<file path="src/rtl/mem_access_ctrl_pkg.sv">
// Shared state encoding, widths and address helper for the data-memory access controller.
// No logic of its own; latency and backpressure are defined by the modules that import it.
package mem_ctrl_pkg;

  localparam int WORD_W             = 32;
  localparam int DEF_TIMEOUT_CYCLES = 16;
  localparam int TMO_CNT_W          = 8;

  typedef enum logic [1:0] {
    IDLE = 2'd0,
    REQ  = 2'd1,
    DONE = 2'd2
  } state_t;

  typedef logic [WORD_W-1:0] word_t;

  function automatic logic word_aligned(input word_t addr);
    return addr[1:0] == 2'b00;
  endfunction

endpackage

</file>
<file path="src/rtl/mem_access_ctrl_if.sv">
// Data-memory request/response bus: controller is master, memory is slave.
// Request is level-held by the master until the slave answers with mem_ready.
interface mem_access_ctrl_if;
  import mem_ctrl_pkg::*;

  logic  mem_req;
  logic  mem_we;
  word_t mem_addr;
  word_t mem_wdata;
  logic  mem_ready;
  word_t mem_rdata;

  modport master (
    output mem_req, mem_we, mem_addr, mem_wdata,
    input  mem_ready, mem_rdata
  );

  modport slave (
    input  mem_req, mem_we, mem_addr, mem_wdata,
    output mem_ready, mem_rdata
  );

endinterface

</file>
<file path="src/rtl/mem_access_ctrl_timeout_counter.sv">
// Counts enabled cycles from clear; tc is combinational from the count (no added latency).
// No backpressure: holds at terminal count until cleared.
module timeout_counter
  import mem_ctrl_pkg::*;
#(
  parameter int TIMEOUT_CYCLES = DEF_TIMEOUT_CYCLES
) (
  input  logic clk,
  input  logic reset,
  input  logic clear,
  input  logic enable,
  output logic tc
);

  localparam logic [TMO_CNT_W-1:0] TC_VAL = TMO_CNT_W'(TIMEOUT_CYCLES - 1);

  logic [TMO_CNT_W-1:0] cnt_q;

  always_ff @(posedge clk or posedge reset) begin
    if (reset) begin
      cnt_q <= '0;
    end else if (clear) begin
      cnt_q <= '0;
    end else if (enable && !tc) begin
      cnt_q <= cnt_q + 1'b1;
    end
  end

  assign tc = (cnt_q == TC_VAL);

endmodule

</file>
<file path="src/rtl/mem_access_ctrl.sv">
// Memory-stage data access controller: IDLE -> REQ -> DONE, min 3 cycles per access.
// Stalls the pipeline combinationally while an access is open; memory backpressures by withholding mem_ready.
module mem_access_ctrl
  import mem_ctrl_pkg::*;
#(
  parameter int TIMEOUT_CYCLES = DEF_TIMEOUT_CYCLES,
  parameter bit STATS_EN       = 1'b1
) (
  input  logic              clk,
  input  logic              reset,
  input  logic              memwriteM,
  input  logic              memtoregM,
  input  word_t             aluoutM,
  input  word_t             writedataM,
  mem_access_ctrl_if.master mem,
  output logic              stallM,
  output word_t             readdataM,
  output logic              exc_align,
  output logic              exc_timeout,
  output logic              busy,
  output logic [WORD_W-1:0] stall_cnt
);

  state_t state_q, state_d;

  logic  memop;
  logic  aligned;
  logic  accept;
  logic  timeout;
  logic  tmo_clear;
  logic  tmo_en;
  logic  tmo_tc;
  logic  stall_inc;

  logic  mem_req_q;
  logic  mem_we_q;
  word_t addr_q;
  word_t wdata_q;
  word_t rdata_q;
  logic  exc_align_q;
  logic  exc_timeout_q;
  logic [WORD_W-1:0] stall_cnt_q;

  // A store wins when both flags are set; mem_we below carries that choice.
  assign memop   = memwriteM | memtoregM;
  assign aligned = word_aligned(aluoutM);

  // mem_ready only matters while a request is open; it beats the timeout on a tie.
  assign accept  = (state_q == REQ) && mem.mem_ready;
  assign timeout = (state_q == REQ) && !mem.mem_ready && tmo_tc;

  assign tmo_clear = (state_q != REQ);
  assign tmo_en    = (state_q == REQ) && !mem.mem_ready;

  timeout_counter #(
    .TIMEOUT_CYCLES (TIMEOUT_CYCLES)
  ) u_tmo (
    .clk    (clk),
    .reset  (reset),
    .clear  (tmo_clear),
    .enable (tmo_en),
    .tc     (tmo_tc)
  );

  always_ff @(posedge clk or posedge reset) begin
    if (reset) begin
      state_q <= IDLE;
    end else begin
      state_q <= state_d;
    end
  end

  always_comb begin
    state_d = state_q;
    case (state_q)
      IDLE:    if (memop) state_d = aligned ? REQ : DONE;
      REQ:     if (accept || timeout) state_d = DONE;
      DONE:    state_d = IDLE;
      default: state_d = IDLE;
    endcase
  end

  // Releasing the stall in DONE lets the Memory-stage instruction advance at the end of DONE.
  always_comb begin
    stallM = memop && (state_q != DONE);
    busy   = (state_q != IDLE);
  end

  always_ff @(posedge clk or posedge reset) begin
    if (reset) begin
      mem_req_q     <= 1'b0;
      mem_we_q      <= 1'b0;
      addr_q        <= '0;
      wdata_q       <= '0;
      rdata_q       <= '0;
      exc_align_q   <= 1'b0;
      exc_timeout_q <= 1'b0;
    end else begin
      exc_align_q   <= (state_q == IDLE) && memop && !aligned;
      exc_timeout_q <= timeout;
      case (state_q)
        IDLE: begin
          if (memop && aligned) begin
            mem_req_q <= 1'b1;
            mem_we_q  <= memwriteM;
            addr_q    <= aluoutM;
            wdata_q   <= writedataM;
          end
        end
        REQ: begin
          if (accept || timeout) mem_req_q <= 1'b0;
          if (accept && !mem_we_q) rdata_q <= mem.mem_rdata;
        end
        default: mem_req_q <= 1'b0;
      endcase
    end
  end

  assign stall_inc = STATS_EN && stallM && (stall_cnt_q != '1);

  always_ff @(posedge clk or posedge reset) begin
    if (reset) begin
      stall_cnt_q <= '0;
    end else begin
      stall_cnt_q <= stall_cnt_q + {{(WORD_W-1){1'b0}}, stall_inc};
    end
  end

  assign mem.mem_req   = mem_req_q;
  assign mem.mem_we    = mem_we_q;
  assign mem.mem_addr  = addr_q;
  assign mem.mem_wdata = wdata_q;
  assign readdataM     = rdata_q;
  assign exc_align     = exc_align_q;
  assign exc_timeout   = exc_timeout_q;
  assign stall_cnt     = stall_cnt_q;

endmodule

</file>
<file path="src/flat_wrapper.sv">
// flat-port wrapper written by rule: the top's interface ports become plain ports
module mem_access_ctrl_flat import mem_ctrl_pkg::*;
#(
  parameter int TIMEOUT_CYCLES = DEF_TIMEOUT_CYCLES,
  parameter bit STATS_EN       = 1'b1
)
  (clk, reset, memwriteM, memtoregM, aluoutM, writedataM, stallM, readdataM, exc_align, exc_timeout, busy, stall_cnt, mem_mem_req, mem_mem_we, mem_mem_addr, mem_mem_wdata, mem_mem_ready, mem_mem_rdata);
  mem_access_ctrl_if mem_i ();
  input  logic clk;
  input  logic reset;
  input  logic memwriteM;
  input  logic memtoregM;
  input  word_t aluoutM;
  input  word_t writedataM;
  output logic stallM;
  output word_t readdataM;
  output logic exc_align;
  output logic exc_timeout;
  output logic busy;
  output logic [WORD_W-1:0] stall_cnt;
  output wire logic [$bits(mem_i.mem_req)-1:0] mem_mem_req;
  output wire logic [$bits(mem_i.mem_we)-1:0] mem_mem_we;
  output wire logic [$bits(mem_i.mem_addr)-1:0] mem_mem_addr;
  output wire logic [$bits(mem_i.mem_wdata)-1:0] mem_mem_wdata;
  input wire logic [$bits(mem_i.mem_ready)-1:0] mem_mem_ready;
  input wire logic [$bits(mem_i.mem_rdata)-1:0] mem_mem_rdata;
  assign mem_mem_req = mem_i.mem_req;
  assign mem_mem_we = mem_i.mem_we;
  assign mem_mem_addr = mem_i.mem_addr;
  assign mem_mem_wdata = mem_i.mem_wdata;
  assign mem_i.mem_ready = mem_mem_ready;
  assign mem_i.mem_rdata = mem_mem_rdata;
  mem_access_ctrl #(.TIMEOUT_CYCLES(TIMEOUT_CYCLES), .STATS_EN(STATS_EN)) u_core (.clk(clk), .reset(reset), .memwriteM(memwriteM), .memtoregM(memtoregM), .aluoutM(aluoutM), .writedataM(writedataM), .mem(mem_i), .stallM(stallM), .readdataM(readdataM), .exc_align(exc_align), .exc_timeout(exc_timeout), .busy(busy), .stall_cnt(stall_cnt));
endmodule
</file>
<file path="config.mk">
export PLATFORM = sky130hd
export DESIGN_NAME = mem_access_ctrl_flat
export DESIGN_NICKNAME = d
export VERILOG_FILES = /design/src/rtl/mem_access_ctrl_pkg.sv /design/src/rtl/mem_access_ctrl_if.sv /design/src/rtl/mem_access_ctrl_timeout_counter.sv /design/src/rtl/mem_access_ctrl.sv /design/src/flat_wrapper.sv
export SDC_FILE = /design/constraint.sdc
export NUM_CORES = 1
export LEC_CHECK = 0
export ABC_AREA = 0
export CAP_MARGIN = 5
export CORE_MARGIN = 4
export CORE_UTILIZATION = 43
export CTS_BUF_LIST = sky130_fd_sc_hd__clkbuf_4 sky130_fd_sc_hd__clkbuf_8 sky130_fd_sc_hd__clkbuf_16
export CTS_CLUSTER_SIZE = 40
export DETAILED_ROUTE_END_ITERATION = 7
export PLACE_DENSITY = 0.78
export RECOVER_POWER = 50
export SETUP_SLACK_MARGIN = 0.02
export SLEW_MARGIN = 20
export SYNTH_ARGS = -nofsm -noshare
export SYNTH_HDL_FRONTEND = slang
export SYNTH_SLANG_ARGS = --single-unit
</file>
<file path="constraint.sdc">
create_clock -name clk -period 5.4 [get_ports clk]
set_input_delay 0.54 -clock clk [delete_from_list [all_inputs] [get_ports clk]]
set_output_delay 0.54 -clock clk [all_outputs]
set_load 0.005 [all_outputs]
</file>
==> flow_summary_export.csv <==
group,metric,value,unit
critical_path,r2r_end,"u_core.u_tmo.cnt_q[0]",
synth,synth_top_family_by_area,"multiplexers",
detailed_routing,drtIter0Drc,121,
critical_path,cp.buffers_inverters,0,
synth,syn_area_per_cell,14.6,um2
cells_and_area,num_antenna_cells,0,
cts,clkTransAtPathRegs,60,ps
synth,yosys.area_share.simple,8.84,%
power_and_ir_drop,power,3.92,mW
detailed_routing,met2_length,7.25,mm
synth,synthXorXnorAreaFrac,5.52,%
critical_path,cp_top_family,"simple AND/OR/NAND/NOR gates",
critical_path,arrival,3160,ps
critical_path,cp-start-kind,"register",
grt,antenna_found_initial,0,
min_path,whs_endpoint,"u_core.readdataM[27]",
detailed_routing,drc,0,
timing,slew_violations,10,
cts,ctsRootBufferMaster,"clkbuf_16",
floorplan,die_h,125,um
timing,max_freq,347,MHz
synth,synth_edf_count,0,
floorplan,die_width,125,um
timing,tightest_slew,2070,ps
min_path,hold_class,"register to register",
critical_path,cp_max_fo,9,
synth,synth.area.mux_share,20.0,%
synth,netlist_instances,403,
timing,finalSetupTns,0,ps
detailed_routing,top_layer,"met4",
synth,yosysMostFrequentCell,"dfrtp_1",
power_and_ir_drop,p_per_area,439,nW/um2
power_and_ir_drop,switching_share,25.3,%
critical_path,cp-end-kind,"register",
power_and_ir_drop,power.switching,991,uW
cts,clk_latency,410,ps
power_and_ir_drop,p_int,2.92,mW
timing,rsz0062_at_grt,"false",
synth,synth_fp_nets,507,
status,outcome,"complete, but fails checks",
detailed_routing,detailroute.via_count,4108,
power_and_ir_drop,max-vdd-ir-drop,0.228,mV
grt,grt_max_degree,90,
floorplan,ios,235,
cells_and_area,multiInputGateArea,2180,um2
critical_path,required,5680,ps
min_path,worstHoldPathCells,1,
grt,gr-total-overflow,0,
synth,yosysWarnings,0,
cts,cts-buffers-inserted,17,
synth,ys_types,36,
critical_path,reg2reg_depth,4,
critical_path,reg2reg_from,"u_core.u_tmo.cnt_q[4]",
place,place.gp.congestion,0.777,
synth,yosys-top-cells-count,"142 x dfrtp_1, 67 x mux2_2, 31 x xnor2_1, 26 x mux2_4, 20 x nand3_1",
flow_run,cap_violations,1,
place,io_buffers,234,
detailed_routing,vias_per_cell,4.94,
cts,post_cts_resized,0,
power_and_ir_drop,seqPwrFrac,41.0,%
floorplan,dieArea,15600,um2
critical_path,critPathSlowestCell,"nor4_1",
power_and_ir_drop,power_frac_clock,28.2,%
critical_path,critPathMaxStageDelay,1680,ps
synth,syn_area,5870,um2
timing,finalHoldViolCount,0,
synth,synthAdderAreaFrac,0.639,%
cells_and_area,seq_area,3550,um2
place,place_hpwl,10.5,mm
cells_and_area,syn_to_final_growth,52.0,%
synth,synth_area_leaders,"dfrtp_1 60%, mux2_2 13%, mux2_4 6.6%",
critical_path,reg2reg_slack,2520,ps
cts,cts_buffer_depth,2,
detailed_routing,first_pass_iters,4,
cts,cts_setup_buffers,0,
cells_and_area,drive_above_1_share,20.9,%
detailed_routing,wl_met1,5.52,mm
critical_path,path_class,"register to register",
detailed_routing,drt-total-wl,14.2,mm
synth,synth_sequential_area_ratio,60.5,%
grt,grt_pass1_vias,4428,
floorplan,initial_core_util,44.2,%
cts,cts_tree,"done",
detailed_routing,dr_wl_met3,1.11,mm
cells_and_area,final_core_util,67.1,%
timing,period_needed,2880,ps
timing,finalCritPeriodShare,53.3,%
synth,yosysTopAreaCell,"dfrtp_1",
synth,netlist.area_leader.share,60.5,%
cells_and_area,fill_cells,981,
synth,synth_ff_type,"dfrtp_1",
timing,fin_skew,6.08,ps
cts,ctsHoldBuffers,0,
critical_path,cp_cell_sequence,"nor4_1, a21oi_1, xnor2_1, nor2_1",
cts,cts.sinks,142,
grt,grt_usage,18.8,%
timing,relSlewSlack,-39.4,%
power_and_ir_drop,combPwrFrac,30.8,%
detailed_routing,postRouteAntennaNets,0,
timing,setup_viol,0,
detailed_routing,wl_per_cell,17.0,um
cts,cts-htree-levels,4,
floorplan,rows,42,
synth,ys_ff_latch,142,
status,violations,"max-capacitance violations, max-slew violations",
grt,grt_pass1_wl,23.5,mm
synth,synth_compound_area_share,2.13,%
cells_and_area,nets,747,
min_path,min-delay-start,"u_core.readdataM[27]",
floorplan,core_area,13300,um2
power_and_ir_drop,p_leak,3.93,nW
synth,ys_async_sr_fraction,100,%
[metal layers]
metal | track usage, % | vias up
met5 | 0 | -
met4 | 6.70 | 0
met3 | 7.38 | 23
met2 | 31.4 | 149
met1 | 22.0 | 2035
li1 | - | 1901
[sequential cells by signal (all words and copies together), names as in the netlist]
register and flops:
u_core.mem.mem_req 1, u_core.mem.mem_we 1, u_core.state_q 2, u_core.exc_timeout 1
u_core.u_tmo.cnt_q 8, u_core.readdataM 32, u_core.mem.mem_addr 32, u_core.exc_align 1
u_core.stall_cnt 32, u_core.mem.mem_wdata 32
[how the worst max path moves through the flow]
stage / from / end / slack (ps) / cells after the start
finish: u_core.u_tmo.cnt_q[4] / u_core.u_tmo.cnt_q[0] / 2520 / 4
CTS: u_core.stall_cnt[10] / u_core.stall_cnt[28] / 2710 / 10
detailed placement: memwriteM / u_core.stall_cnt[26] / 2350 / 10
global placement: memwriteM / u_core.stall_cnt[26] / 2470 / 10
global route: u_core.u_tmo.cnt_q[4] / u_core.u_tmo.cnt_q[0] / 2240 / 4
floorplan: reset / u_core.exc_align / 1050 / 1
[kinds of logic after synthesis]
logic type               after synthesis
buffers and inverters                 25
AO/OA/AOI/OAI                         10
flip-flops                           142
multiplexers                          96
AND/OR/NAND/NOR                       90
XOR/XNOR                              37
adder cells (fa/ha/maj)                3
[per-stage QoR]
| stage | setup WS, ps | area [um2] | hold WS (ps) | std cells |
|---|---|---|---|---|
| floorplan | 1050 | 5870 | 478 | 403 |
| global placement | 2470 | 8370 | 469 | 800 |
| detailed placement | 2350 | 8370 | 482 | 800 |
| CTS | 2710 | 8940 | 495 | 832 |
| global route | 2240 | 8930 | 507 | 832 |
| finish | 2520 | 8930 | 486 | 832 |
[layout make-up]
cell class / count / share of cell area [%]
repair buffers: 236 / 26.4
clock inverters: 10 / 0.967
inverters: 10 / 0.477
flip-flops and latches: 142 / 39.8
well taps: 176 / 2.47
multi-input cells: 236 / 24.4
clock buffers: 22 / 5.47
[power by group through the flow]
stage	registers (mW)	clock network (mW)	logic (mW)
2_1_floorplan	1.65	0	0.430
3_3_place_gp	1.62	0	1.32
3_5_place_dp	1.64	0	1.35
4_1_cts	1.62	1.14	1.36
5_1_grt	1.65	1.18	1.30
6_report	1.60	1.11	1.21
[cells in the final DEF, fill, tap and decap left out, types with 13 or more instances in the layout]
| cell type | count |
|---|---|
| dfrtp_1 | 142 |
| clkdlybuf4s50_1 | 120 |
| dlygate4sd3_1 | 114 |
| mux2_2 | 67 |
| xnor2_1 | 31 |
| mux2_4 | 26 |
| nand3_1 | 20 |
| nor2_1 | 19 |
| clkbuf_16 | 17 |
| nand4_1 | 13 |
No activity file was read; power rests on OpenSTA's default activity.
